[config.mk]
export PLATFORM = sky130hd
export DESIGN_NAME = dmem_arbiter_flat
export DESIGN_NICKNAME = d
export VERILOG_FILES = /design/src/rtl/dmem_arb_pkg.sv /design/src/rtl/dmem_arbiter_if.sv /design/src/rtl/dmem_arbiter_arb2_pick.sv /design/src/rtl/dmem_arbiter.sv /design/src/flat_wrapper.sv
export SDC_FILE = /design/constraint.sdc
export NUM_CORES = 1
export LEC_CHECK = 0
export CORE_MARGIN = 2
export CORE_UTILIZATION = 38
export CTS_BUF_LIST = sky130_fd_sc_hd__clkbuf_4
export DETAILED_ROUTE_END_ITERATION = 10
export GPL_TIMING_DRIVEN = 0
export PLACE_DENSITY = 0.83
export SLEW_MARGIN = 20
export SYNTH_ARGS = -nofsm -noshare
export SYNTH_HDL_FRONTEND = slang
export SYNTH_HIERARCHICAL = 1
export SYNTH_SLANG_ARGS = --single-unit
[constraint.sdc]
create_clock -name clk -period 2 [get_ports clk]
set_clock_uncertainty 0.15 [all_clocks]
set_input_delay 0.5 -clock clk [delete_from_list [all_inputs] [get_ports clk]]
set_output_delay 0.5 -clock clk [all_outputs]
set_load 0.02 [all_outputs]
[src/rtl/dmem_arb_pkg.sv]
// Shared types and constants for the two-port data-memory arbiter.
// Latency: n/a (declarations only); backpressure: n/a.
package dmem_arb_pkg;

  localparam int DMEM_AW = 8;
  localparam int DMEM_DW = 8;

  typedef enum logic {
    ST_IDLE   = 1'b0,
    ST_ACCESS = 1'b1
  } state_e;

  localparam logic PORT_CPU = 1'b0;
  localparam logic PORT_DBG = 1'b1;

endpackage

[src/rtl/dmem_arbiter_if.sv]
// Requester and memory-side signals of dmem_arbiter; slave = arbiter view, master = requester/memory view.
// Latency: n/a (wiring only); backpressure: req is held until the matching gnt pulse.
interface dmem_arbiter_if #(
  parameter int AW = dmem_arb_pkg::DMEM_AW,
  parameter int DW = dmem_arb_pkg::DMEM_DW
);

  logic          req0, req1;
  logic          we0, we1;
  logic [AW-1:0] addr0, addr1;
  logic [DW-1:0] wdata0, wdata1;
  logic          gnt0, gnt1;
  logic          rvalid0, rvalid1;
  logic [DW-1:0] rdata;
  logic [AW-1:0] mem_addr;
  logic [DW-1:0] mem_din;
  logic          mem_we;
  logic [DW-1:0] mem_dout;

  modport slave (
    input  req0, req1, we0, we1, addr0, addr1, wdata0, wdata1, mem_dout,
    output gnt0, gnt1, rvalid0, rvalid1, rdata, mem_addr, mem_din, mem_we
  );

  modport master (
    output req0, req1, we0, we1, addr0, addr1, wdata0, wdata1, mem_dout,
    input  gnt0, gnt1, rvalid0, rvalid1, rdata, mem_addr, mem_din, mem_we
  );

endinterface

[src/rtl/dmem_arbiter_arb2_pick.sv]
// Combinational two-way picker: prio_ptr names the port that wins a tie.
// Latency: 0 cycles; backpressure: none, losers simply stay pending upstream.
module arb2_pick
  import dmem_arb_pkg::*;
(
  input  logic [1:0] req,
  input  logic       prio_ptr,
  output logic       win_valid,
  output logic       win_idx
);

  always_comb begin
    win_valid = |req;
    win_idx   = PORT_CPU;
    if (prio_ptr == PORT_DBG) begin
      win_idx = req[1] ? PORT_DBG : PORT_CPU;
    end else begin
      win_idx = (!req[0] && req[1]) ? PORT_DBG : PORT_CPU;
    end
  end

endmodule

[src/rtl/dmem_arbiter.sv]
// Two-port arbiter for a single-port data memory; DMEM_ARB_RR_EN selects round-robin over fixed priority.
// Latency: gnt 1 cycle after req is sampled, rvalid 1 cycle after gnt; backpressure: one access per 2 cycles, losers wait.
module dmem_arbiter
  import dmem_arb_pkg::*;
#(
  parameter int AW = DMEM_AW,
  parameter int DW = DMEM_DW
) (
  input  logic           clk,
  input  logic           rst,
  dmem_arbiter_if.slave  bus
);

  state_e        state_q, state_d;
  logic          win_idx_q, win_idx_d;
  logic          we_q, we_d;
  logic [AW-1:0] addr_q, addr_d;
  logic [DW-1:0] wdata_q, wdata_d;
  logic [DW-1:0] rdata_q, rdata_d;
  logic          rvalid0_q, rvalid0_d;
  logic          rvalid1_q, rvalid1_d;
  logic          prio_ptr;
  logic          win_valid;
  logic          win_idx;
  logic          access;

`ifdef DMEM_ARB_RR_EN
  logic ptr_q, ptr_d;

  always_ff @(posedge clk) begin
    if (rst) ptr_q <= PORT_CPU;
    else     ptr_q <= ptr_d;
  end

  // Hand priority to whichever port did not just get the memory.
  always_comb begin
    ptr_d = ptr_q;
    if (state_q == ST_ACCESS) ptr_d = ~win_idx_q;
  end

  assign prio_ptr = ptr_q;
`else
  assign prio_ptr = PORT_CPU;
`endif

  arb2_pick u_pick (
    .req       ({bus.req1, bus.req0}),
    .prio_ptr  (prio_ptr),
    .win_valid (win_valid),
    .win_idx   (win_idx)
  );

  always_ff @(posedge clk) begin
    if (rst) begin
      state_q   <= ST_IDLE;
      win_idx_q <= PORT_CPU;
      we_q      <= 1'b0;
      addr_q    <= '0;
      wdata_q   <= '0;
      rdata_q   <= '0;
      rvalid0_q <= 1'b0;
      rvalid1_q <= 1'b0;
    end else begin
      state_q   <= state_d;
      win_idx_q <= win_idx_d;
      we_q      <= we_d;
      addr_q    <= addr_d;
      wdata_q   <= wdata_d;
      rdata_q   <= rdata_d;
      rvalid0_q <= rvalid0_d;
      rvalid1_q <= rvalid1_d;
    end
  end

  always_comb begin
    state_d   = state_q;
    win_idx_d = win_idx_q;
    we_d      = we_q;
    addr_d    = addr_q;
    wdata_d   = wdata_q;
    rdata_d   = rdata_q;
    rvalid0_d = 1'b0;
    rvalid1_d = 1'b0;
    case (state_q)
      ST_IDLE: begin
        if (win_valid) begin
          state_d   = ST_ACCESS;
          win_idx_d = win_idx;
          we_d      = (win_idx == PORT_DBG) ? bus.we1    : bus.we0;
          addr_d    = (win_idx == PORT_DBG) ? bus.addr1  : bus.addr0;
          wdata_d   = (win_idx == PORT_DBG) ? bus.wdata1 : bus.wdata0;
        end
      end
      ST_ACCESS: begin
        state_d = ST_IDLE;
        if (!we_q) begin
          rdata_d   = bus.mem_dout;
          rvalid0_d = (win_idx_q == PORT_CPU);
          rvalid1_d = (win_idx_q == PORT_DBG);
        end
      end
      default: state_d = ST_IDLE;
    endcase
  end

  // Reset kills the access combinationally so a write in flight never reaches the memory.
  always_comb begin
    access       = (state_q == ST_ACCESS) && !rst;
    bus.gnt0     = access && (win_idx_q == PORT_CPU);
    bus.gnt1     = access && (win_idx_q == PORT_DBG);
    bus.mem_we   = access && we_q;
    bus.mem_addr = addr_q;
    bus.mem_din  = wdata_q;
    bus.rdata    = rdata_q;
    bus.rvalid0  = rvalid0_q;
    bus.rvalid1  = rvalid1_q;
  end

endmodule
[src/flat_wrapper.sv]
// flat-port wrapper written by rule: the top's interface ports become plain ports
module dmem_arbiter_flat import dmem_arb_pkg::*;
#(
  parameter int AW = DMEM_AW,
  parameter int DW = DMEM_DW
)
  (clk, rst, bus_req0, bus_req1, bus_we0, bus_we1, bus_addr0, bus_addr1, bus_wdata0, bus_wdata1, bus_mem_dout, bus_gnt0, bus_gnt1, bus_rvalid0, bus_rvalid1, bus_rdata, bus_mem_addr, bus_mem_din, bus_mem_we);
  dmem_arbiter_if #(.AW(AW), .DW(DW)) bus_i ();
  input  logic clk;
  input  logic rst;
  input wire logic [$bits(bus_i.req0)-1:0] bus_req0;
  input wire logic [$bits(bus_i.req1)-1:0] bus_req1;
  input wire logic [$bits(bus_i.we0)-1:0] bus_we0;
  input wire logic [$bits(bus_i.we1)-1:0] bus_we1;
  input wire logic [$bits(bus_i.addr0)-1:0] bus_addr0;
  input wire logic [$bits(bus_i.addr1)-1:0] bus_addr1;
  input wire logic [$bits(bus_i.wdata0)-1:0] bus_wdata0;
  input wire logic [$bits(bus_i.wdata1)-1:0] bus_wdata1;
  input wire logic [$bits(bus_i.mem_dout)-1:0] bus_mem_dout;
  output wire logic [$bits(bus_i.gnt0)-1:0] bus_gnt0;
  output wire logic [$bits(bus_i.gnt1)-1:0] bus_gnt1;
  output wire logic [$bits(bus_i.rvalid0)-1:0] bus_rvalid0;
  output wire logic [$bits(bus_i.rvalid1)-1:0] bus_rvalid1;
  output wire logic [$bits(bus_i.rdata)-1:0] bus_rdata;
  output wire logic [$bits(bus_i.mem_addr)-1:0] bus_mem_addr;
  output wire logic [$bits(bus_i.mem_din)-1:0] bus_mem_din;
  output wire logic [$bits(bus_i.mem_we)-1:0] bus_mem_we;
  assign bus_i.req0 = bus_req0;
  assign bus_i.req1 = bus_req1;
  assign bus_i.we0 = bus_we0;
  assign bus_i.we1 = bus_we1;
  assign bus_i.addr0 = bus_addr0;
  assign bus_i.addr1 = bus_addr1;
  assign bus_i.wdata0 = bus_wdata0;
  assign bus_i.wdata1 = bus_wdata1;
  assign bus_i.mem_dout = bus_mem_dout;
  assign bus_gnt0 = bus_i.gnt0;
  assign bus_gnt1 = bus_i.gnt1;
  assign bus_rvalid0 = bus_i.rvalid0;
  assign bus_rvalid1 = bus_i.rvalid1;
  assign bus_rdata = bus_i.rdata;
  assign bus_mem_addr = bus_i.mem_addr;
  assign bus_mem_din = bus_i.mem_din;
  assign bus_mem_we = bus_i.mem_we;
  dmem_arbiter #(.AW(AW), .DW(DW)) u_core (.clk(clk), .rst(rst), .bus(bus_i));
endmodule
# Word level (Yosys, flattened, before mapping)
# Index checks and enable logic that the tools add are counted.
# op_classes
muxes,6
bitwise_logic,3
n_reduce_logical,11
# op_table
operator,n
$mux 8,2
$logic_and 1x1->1,5
$reduce_and 2->1,2
$mux 1,3
$not 1->1,3
$reduce_or 3->1,1
$logic_not 1->1,2
$pmux 1 s2,1
$reduce_or 2->1,1
# word_totals
regBits,29
input_bits,46
out_inout_bits,29
wordCells,28

# Depth between registers and ports, before layout
# Gate-level depths: netlist of run 1.
# logic_depth
depth_word,4
depth_mapped,6
ltp_nobuf,4

# By module
# Netlist of run 1, hierarchy kept.
# modules_own_cells
module,n_inst,cells_each,area_each_um2,seq_area_each_um2
dmem_arbiter,1,121,1228.7,580.6
arb2_pick,1,3,17.5,0.0

# Worst setup path after synthesis of run 1
# No wires, ideal clock.
# synth_path
path_type,input to output
startpoint,input rst
endpoint,output bus_gnt0
arrival_time_ns,1.084
required_time_ns,1.350
slack_ns,0.266
cell_stages,3
path_buffers,1
path_cell_list,buf_2 nand2b_1 nor2_1
# synth_via
elab_chain_len,3
# synth_rtl
element,line_no,rtl
from (decl),flat_wrapper.sv:10,input logic rst;
$logic_not 1->1,dmem_arbiter.sv:108,access = (state_q == ST_ACCESS) && !rst;
$logic_and 1x1->1,dmem_arbiter.sv:108,
$logic_and 1x1->1,dmem_arbiter.sv:109,bus.gnt0 = access && (win_idx_q == PORT_CPU);
to (decl),flat_wrapper.sv:20,output wire logic [$bits(bus_i.gnt0)-1:0] bus_gnt0;
# Every way passes these cells.

# Worst setup path in the final report of run 1
# Same ends and word-level chain as after synthesis.

==> results_dict.tcl, run 1 <==
set metrics [dict create \
    switchingPower_uw 376.2 \
    post-place-ws_ps -653.5 \
    synth_edf_count 0 \
    start_kind "primary input" \
    worstReg2RegStart "u_core/state_q" \
    p_comb_frac 0.294 \
    cts_buffer_depth 2 \
    critical-path-max-stage-delay_ps 270 \
    worst-r2r-setup-slack_ps 730 \
    portBuffers 74 \
    fin_crit_ps 1953 \
    utilization 0.6817 \
    path_depth 5 \
    power.share.switching 0.2742 \
    ys_seq_area_frac 0.4659 \
    htreeDepth 2 \
    die_y_um 61.27 \
    io_pins 75 \
    p_seq_frac 0.476 \
    dp.final_hpwl_um 2466 \
    synth_top_cell_area_share 0.4659 \
    p_total_uw 1372 \
    synth.yosys.warnings 6 \
    drive_gt1_frac 0.1024 \
    gp_congestion 0.7217 \
    synth-main-ff-cell "dfxtp_1" \
    syn_area_um2 1246 \
    maxCapViolCount 0 \
    intPower_uw 995.6 \
    grt.overflow.total 0 \
    synth_area_leaders "dfxtp_1, mux2i_1, a211oi_1" \
    rsz0062_at_grt "true" \
    fin_crit_sh 0.9763 \
    wl_um 3094 \
    grt_use_total 0.1789 \
    hold_class "flop to flop" \
    ys_ff_latch 29 \
    arrival_ps 1300 \
    cts_root_buffer "clkbuf_4" \
    cts_tree "done" \
    drcViolationCount 0 \
    nFillCells 258 \
    max_clock_freq_mhz 512.1 \
    synth_most_common_cell "dfxtp_1" \
    rows 20 \
    post_drt_wl_per_cell_um 12.43 \
    power_frac_clock 0.230 \
    reg2reg_depth 4 \
    setup_slack_ps 47.41 \
    cp_num_buf_inv 3 \
    grt_max_degree 11 \
    viasPerCell 4.775 \
    dpl_cell_area_um2 2042 \
    grt_pass1_vias 1139 \
    synthArstFlopShare 0 \
    path_cells "dlygate4sd2_1, buf_6, nand2b_1, nor2_1, buf_4" \
    antenna_found_initial 0 \
    firstDrtPassIters 4 \
    clock-sinks 29 \
    avgSynthCellArea_um2 10.05 \
    critPathTopFamily "buffers and inverters" \
    critical-path-slowest-cell "dlygate4sd2_1" \
    initial_utilization 0.4049 \
    synthToLayoutAreaGrowth_pct 68.37 \
    hold_viol 0 \
    vdd_drop_max_mv 0.4452 \
    end_kind "output port" \
    maxSlewViolCount 0 \
    cts_made_buffers 5 \
    final_cell_area_um2 2098 \
    ant_nets 0 \
    worstSkewPairLatency_ps 310 \
    nNetsFinal 251 \
    power_density_nw_per_um2 653.8 \
    drt_iter0_markers 28 \
    crit_required_ps 1350 \
    cts_hold_buf 0 \
    path_max_fanout 10 \
    leakage_uw 0.0008576 \
    diodes 0 \
    post_cts_buffers 0 \
    crit_type "primary input to output port" \
    synth_largest_area_cell "dfxtp_1" \
    cp-endpoint "bus_gnt0" \
    syn_inst 124 \
    synthesis.nets 170 \
    reg2reg_to "u_core/bus.rdata[7]" \
    cp-startpoint "rst" \
    placeableCoreArea_um2 3078 \
    grt_pass1_wl_um 4747 \
    outcome "finished, final reports clean" \
    dieArea_um2 3753 \
    die_w_um 61.27 \
    yosys-top-cells-count "dfxtp_1, nor2_1, mux2i_1, a211oi_1, buf_6" \
    clk_pin_slew_ps 80 \
    ys_types 21 \
    routed-via-count 1189 \
    setup_violations 0 \
]
[cell type report]
class                      instances  area (µm²)  area share
inverter                           1       3.754    0.001789
tap                               44       55.05     0.02624
clock buffer                       6       45.04     0.02147
buffer                            10       96.34     0.04592
sequential                        29       581.8      0.2773
clock inverter                     1       3.754    0.001789
timing repair buffer              74       738.2      0.3518
multi-input combinational         84       574.3      0.2737
[worst register-to-register path, stage by stage (launching register included)]
cell and delay, ps:
dfxtp_2 370, nor2b_1 140, buf_4 200, mux2i_1 240
nor2_1 50
[metal layers]
layer / track usage / routed length, µm / vias up
li1: - / - / 590
met2: 0.3207 / 1584 / 63
met5: 0 / 0 / -
met1: 0.1777 / 1180 / 534
met3: 0.08193 / 305 / 2
met4: 0.07453 / 23 / 0
[power by group through the flow]
| stage | Clock (µW) | Combinational, µW | Sequential, µW |
|---|---|---|---|
| 6_report | 316 | 403 | 653 |
| 3_3_place_gp | 0 | 397 | 664 |
| 5_1_grt | 356 | 432 | 659 |
| 4_1_cts | 330 | 407 | 653 |
| 2_1_floorplan | 0 | 148 | 716 |
| 3_5_place_dp | 0 | 404 | 665 |
[registers in the layout, summed over array words and instances, names as in the netlist]
signal	count
u_core/bus.mem_addr	8
u_core/bus.mem_din	8
u_core/bus.rdata	8
u_core/bus.rvalid0	1
u_core/bus.rvalid1	1
u_core/state_q	1
u_core/we_q	1
u_core/win_idx_q	1
[logic make-up after synthesis]
logic type / share of synthesized area
AOI/OAI and AO/OA: 0.1165
buffers and inverters: 0.07530
DFF: 0.4659
muxes: 0.2008
other: 0.003009
and+or+nand+nor: 0.1386
[layout by cell type, fill, tap and decap left out, drive strengths merged]
cell type	instances
clkdlybuf4s50	68
dfxtp	29
nor2	27
mux2i	25
a211oi	17
buf	12
clkbuf	6
nor2b	4
dlymetal6s2s	2
nand2b	2
and2	2
nand2	2
clkinv	1
dlygate4sd2	1
clkdlybuf4s15	1
a21oi	1
nor3	1
or2	1
inv	1
conb	1
a21boi	1
[through the flow]
step           hold slack (ps)  setup TNS (ps)  cells
2_1_floorplan            281.9               0    124
3_3_place_gp             297.7           -1992    242
3_5_place_dp             314.4           -2556    242
4_1_cts                  325.9               0    249
5_1_grt                  350.4          -6.829    249
6_report                 322.7               0    249
[what timing repair did]
| action | 4_1_cts | 5_1_grt |
|---|---|---|
| pin swaps | 0 | 0 |
| resized for setup | 15 | 4 |
| setup endpoints to repair | 3 | 3 |
| endpoints found under the hold margin | 0 | 0 |
[worst min-delay path by stage]
stage / from / to / slack, ps / cells after the start
2_1_floorplan: u_core/win_idx_q / u_core/bus.rvalid0 / 280 / 1
3_3_place_gp: u_core/win_idx_q / u_core/bus.rvalid0 / 300 / 1
3_5_place_dp: u_core/win_idx_q / u_core/bus.rvalid0 / 310 / 1
4_1_cts: u_core/win_idx_q / u_core/bus.rvalid0 / 330 / 1
5_1_grt: u_core/win_idx_q / u_core/bus.rvalid0 / 350 / 1
6_report: u_core/win_idx_q / u_core/bus.rvalid0 / 320 / 1
Note: power is estimated with default switching activity, not from simulation.
==> run 2, diff against run 1 <==
Settings changed: CORE_ASPECT_RATIO from default to 0.5, CTS_BUF_LIST sky130_fd_sc_hd__clkbuf_4 to sky130_fd_sc_hd__clkbuf_2 sky130_fd_sc_hd__clkbuf_4 sky130_fd_sc_hd__clkbuf_8.
Clock period 2 ns to 2.14 ns, I/O delays scaled along.
==> run 2 against run 1 <==
  * Sequential power decreased by 6.6%
  * Total power increased by 5.4%
  * Flip-flop and latch count unchanged
  * Largest cell class unchanged
  * Non-clock buffer count unchanged
  * Clock-buffer cell count increased by 1
==> results_dict.tcl, run 2 (synthesis gave the netlist of run 1 again) <==
set metrics [dict create \
    hold_class "flop to flop" \
    antenna_found_initial 0 \
    cts_made_buffers 5 \
    crit_type "primary input to output port" \
    die_y_um 44.50 \
    max_clock_freq_mhz 495.3 \
    grt_pass1_vias 1255 \
    slew_headroom 0.6608 \
    die_w_um 84.99 \
    nNetsFinal 251 \
    wl_um 3245 \
    drt_iter0_markers 35 \
    switchingPower_uw 378.9 \
    synthToLayoutAreaGrowth_pct 70.28 \
    firstDrtPassIters 4 \
    cts_buffer_depth 2 \
    fin_crit_sh 0.9434 \
    grt_use_total 0.1869 \
    worst-r2r-setup-slack_ps 860 \
    hold_end "u_core/bus.rvalid0" \
    grt_pass1_wl_um 5526 \
    utilization 0.6922 \
    drcViolationCount 0 \
    rows 14 \
    rsz0062_at_grt "false" \
    worstReg2RegStart "u_core/state_q" \
    hp-start "u_core/win_idx_q" \
    mostFrequentLayoutCells "clkdlybuf4s50_1, dfxtp_1, nor2_1, mux2i_1, a211oi_1" \
    drive_gt1_frac 0.09756 \
    diodes 0 \
    leakage_uw 0.0008486 \
    worst_slew_pin_slew_ps 508.7 \
    maxSlewViolCount 0 \
    reg2reg_depth 5 \
    whs_ps 323.2 \
    instances_no_fill 245 \
    cts_tree "done" \
    grt_max_degree 11 \
    gp_congestion 0.6919 \
    hold_viol 0 \
    end_kind "output port" \
    crit_required_ps 1450 \
    fin_crit_ps 2019 \
    io_pins 75 \
    path_cells "dlygate4sd2_1, buf_6, nand2b_1, nor2_1, buf_4" \
    setup_violations 0 \
    clk_pin_slew_ps 60 \
    power.share.switching 0.2621 \
    ant_nets 0 \
    post_cts_buffers 0 \
    power_density_nw_per_um2 681.3 \
    start_kind "primary input" \
    dp.final_hpwl_um 2433 \
    hold_depth 1 \
    worstSkewPairLatency_ps 270 \
    p_comb_frac 0.263 \
    htreeDepth 2 \
    vdd_drop_max_mv 0.3803 \
    outcome "finished, final reports clean" \
    placeableCoreArea_um2 3065 \
    mostFrequentLayoutCell "clkdlybuf4s50_1" \
    portBuffers 74 \
    arrival_ps 1330 \
    critical-path-slowest-cell "dlygate4sd2_1" \
    clock-sinks 29 \
    critical-path-max-stage-delay_ps 260 \
    dp_cells 238 \
    dieArea_um2 3781 \
    grt.overflow.total 0 \
    maxCapViolCount 0 \
    routed-via-count 1167 \
    reg2reg_to "u_core/we_q" \
    initial_utilization 0.4065 \
    fin_setup_tns_ps 0 \
    p_seq_frac 0.422 \
    power_frac_clock 0.315 \
    viasPerCell 4.763 \
    post_drt_wl_per_cell_um 13.24 \
    intPower_uw 1067 \
    path_max_fanout 10 \
    cts_root_buffer "clkbuf_8" \
]
## run 2: cell types whose count changed in the layout (fill, tap and decap cells not counted), sizes merged
cell,previous run,this run
clkinv,1,0
clkbuf,6,7
clkdlybuf4s15,1,0
buf,12,13
dlymetal6s2s,2,0
clkdlybuf4s50,68,70
## run 2: stage by stage
stage / power (µW) / setup WS (ps) / instance area, µm²
2_1_floorplan: 807.8 / 335.8 / 1246
3_3_place_gp: 992.5 / -560.7 / 2037
3_5_place_dp: 1001 / -593.0 / 2037
4_1_cts: 1459 / 121.4 / 2122
5_1_grt: 1518 / 25.00 / 2122
6_report: 1446 / 121.0 / 2122
## run 2: what timing repair did
item                                    4_1_cts  5_1_grt
endpoints found under the setup margin        3        0
resized for setup                            17        0
hold buffers                                  0        0
## run 2: metal layers
layer / GRT usage / routed length (µm) / up-vias
met1: 0.1948 / 1337 / 542
met5: 0 / 0 / -
li1: - / - / 587
met3: 0.06903 / 154 / 2
met4: 0.04762 / 16 / 0
met2: 0.3656 / 1736 / 36
## run 2: worst max-delay path, delay by kind of cell
family / cells / cell delay (ps)
and+or+nand+nor: 2 / 250
buffers and inverters: 3 / 550
## run 2: final cells by class
| type | instances | area [µm²] |
|---|---|---|
| plain buffers | 10 | 96.34 |
| clock buffers | 7 | 90.09 |
| fillers | 241 | 943.4 |
| inverters | 1 | 3.754 |
| multi-input cells | 84 | 571.8 |
| flip-flops and latches | 29 | 580.6 |
| well taps | 40 | 50.05 |
| repair buffers | 74 | 729.5 |
## run 2: worst max path at each step
stage / startpoint / to / slack [ps] / cells past startpoint
3_3_place_gp: rst / bus_gnt0 / -560 / 5
4_1_cts: rst / bus_gnt0 / 120 / 5
5_1_grt: rst / bus_gnt0 / 30 / 5
3_5_place_dp: rst / bus_gnt0 / -590 / 5
6_report: rst / bus_gnt0 / 120 / 5
2_1_floorplan: rst / bus_gnt0 / 340 / 3
## run 2: power groups by stage
stage / registers (µW) / clock network [µW] / logic (µW)
after global routing: 617 / 496 / 405
after global placement: 620 / 0 / 373
after detailed placement: 621 / 0 / 380
after CTS: 611 / 467 / 382
final: 610 / 456 / 380
after floorplan: 669 / 0 / 138
==> run 3, diff against run 2 <==
Settings changed: HOLD_SLACK_MARGIN from default to 0.05.
==> results of run 3 <==
No change in the layout: final DEF, timing and power equal those of run 2.
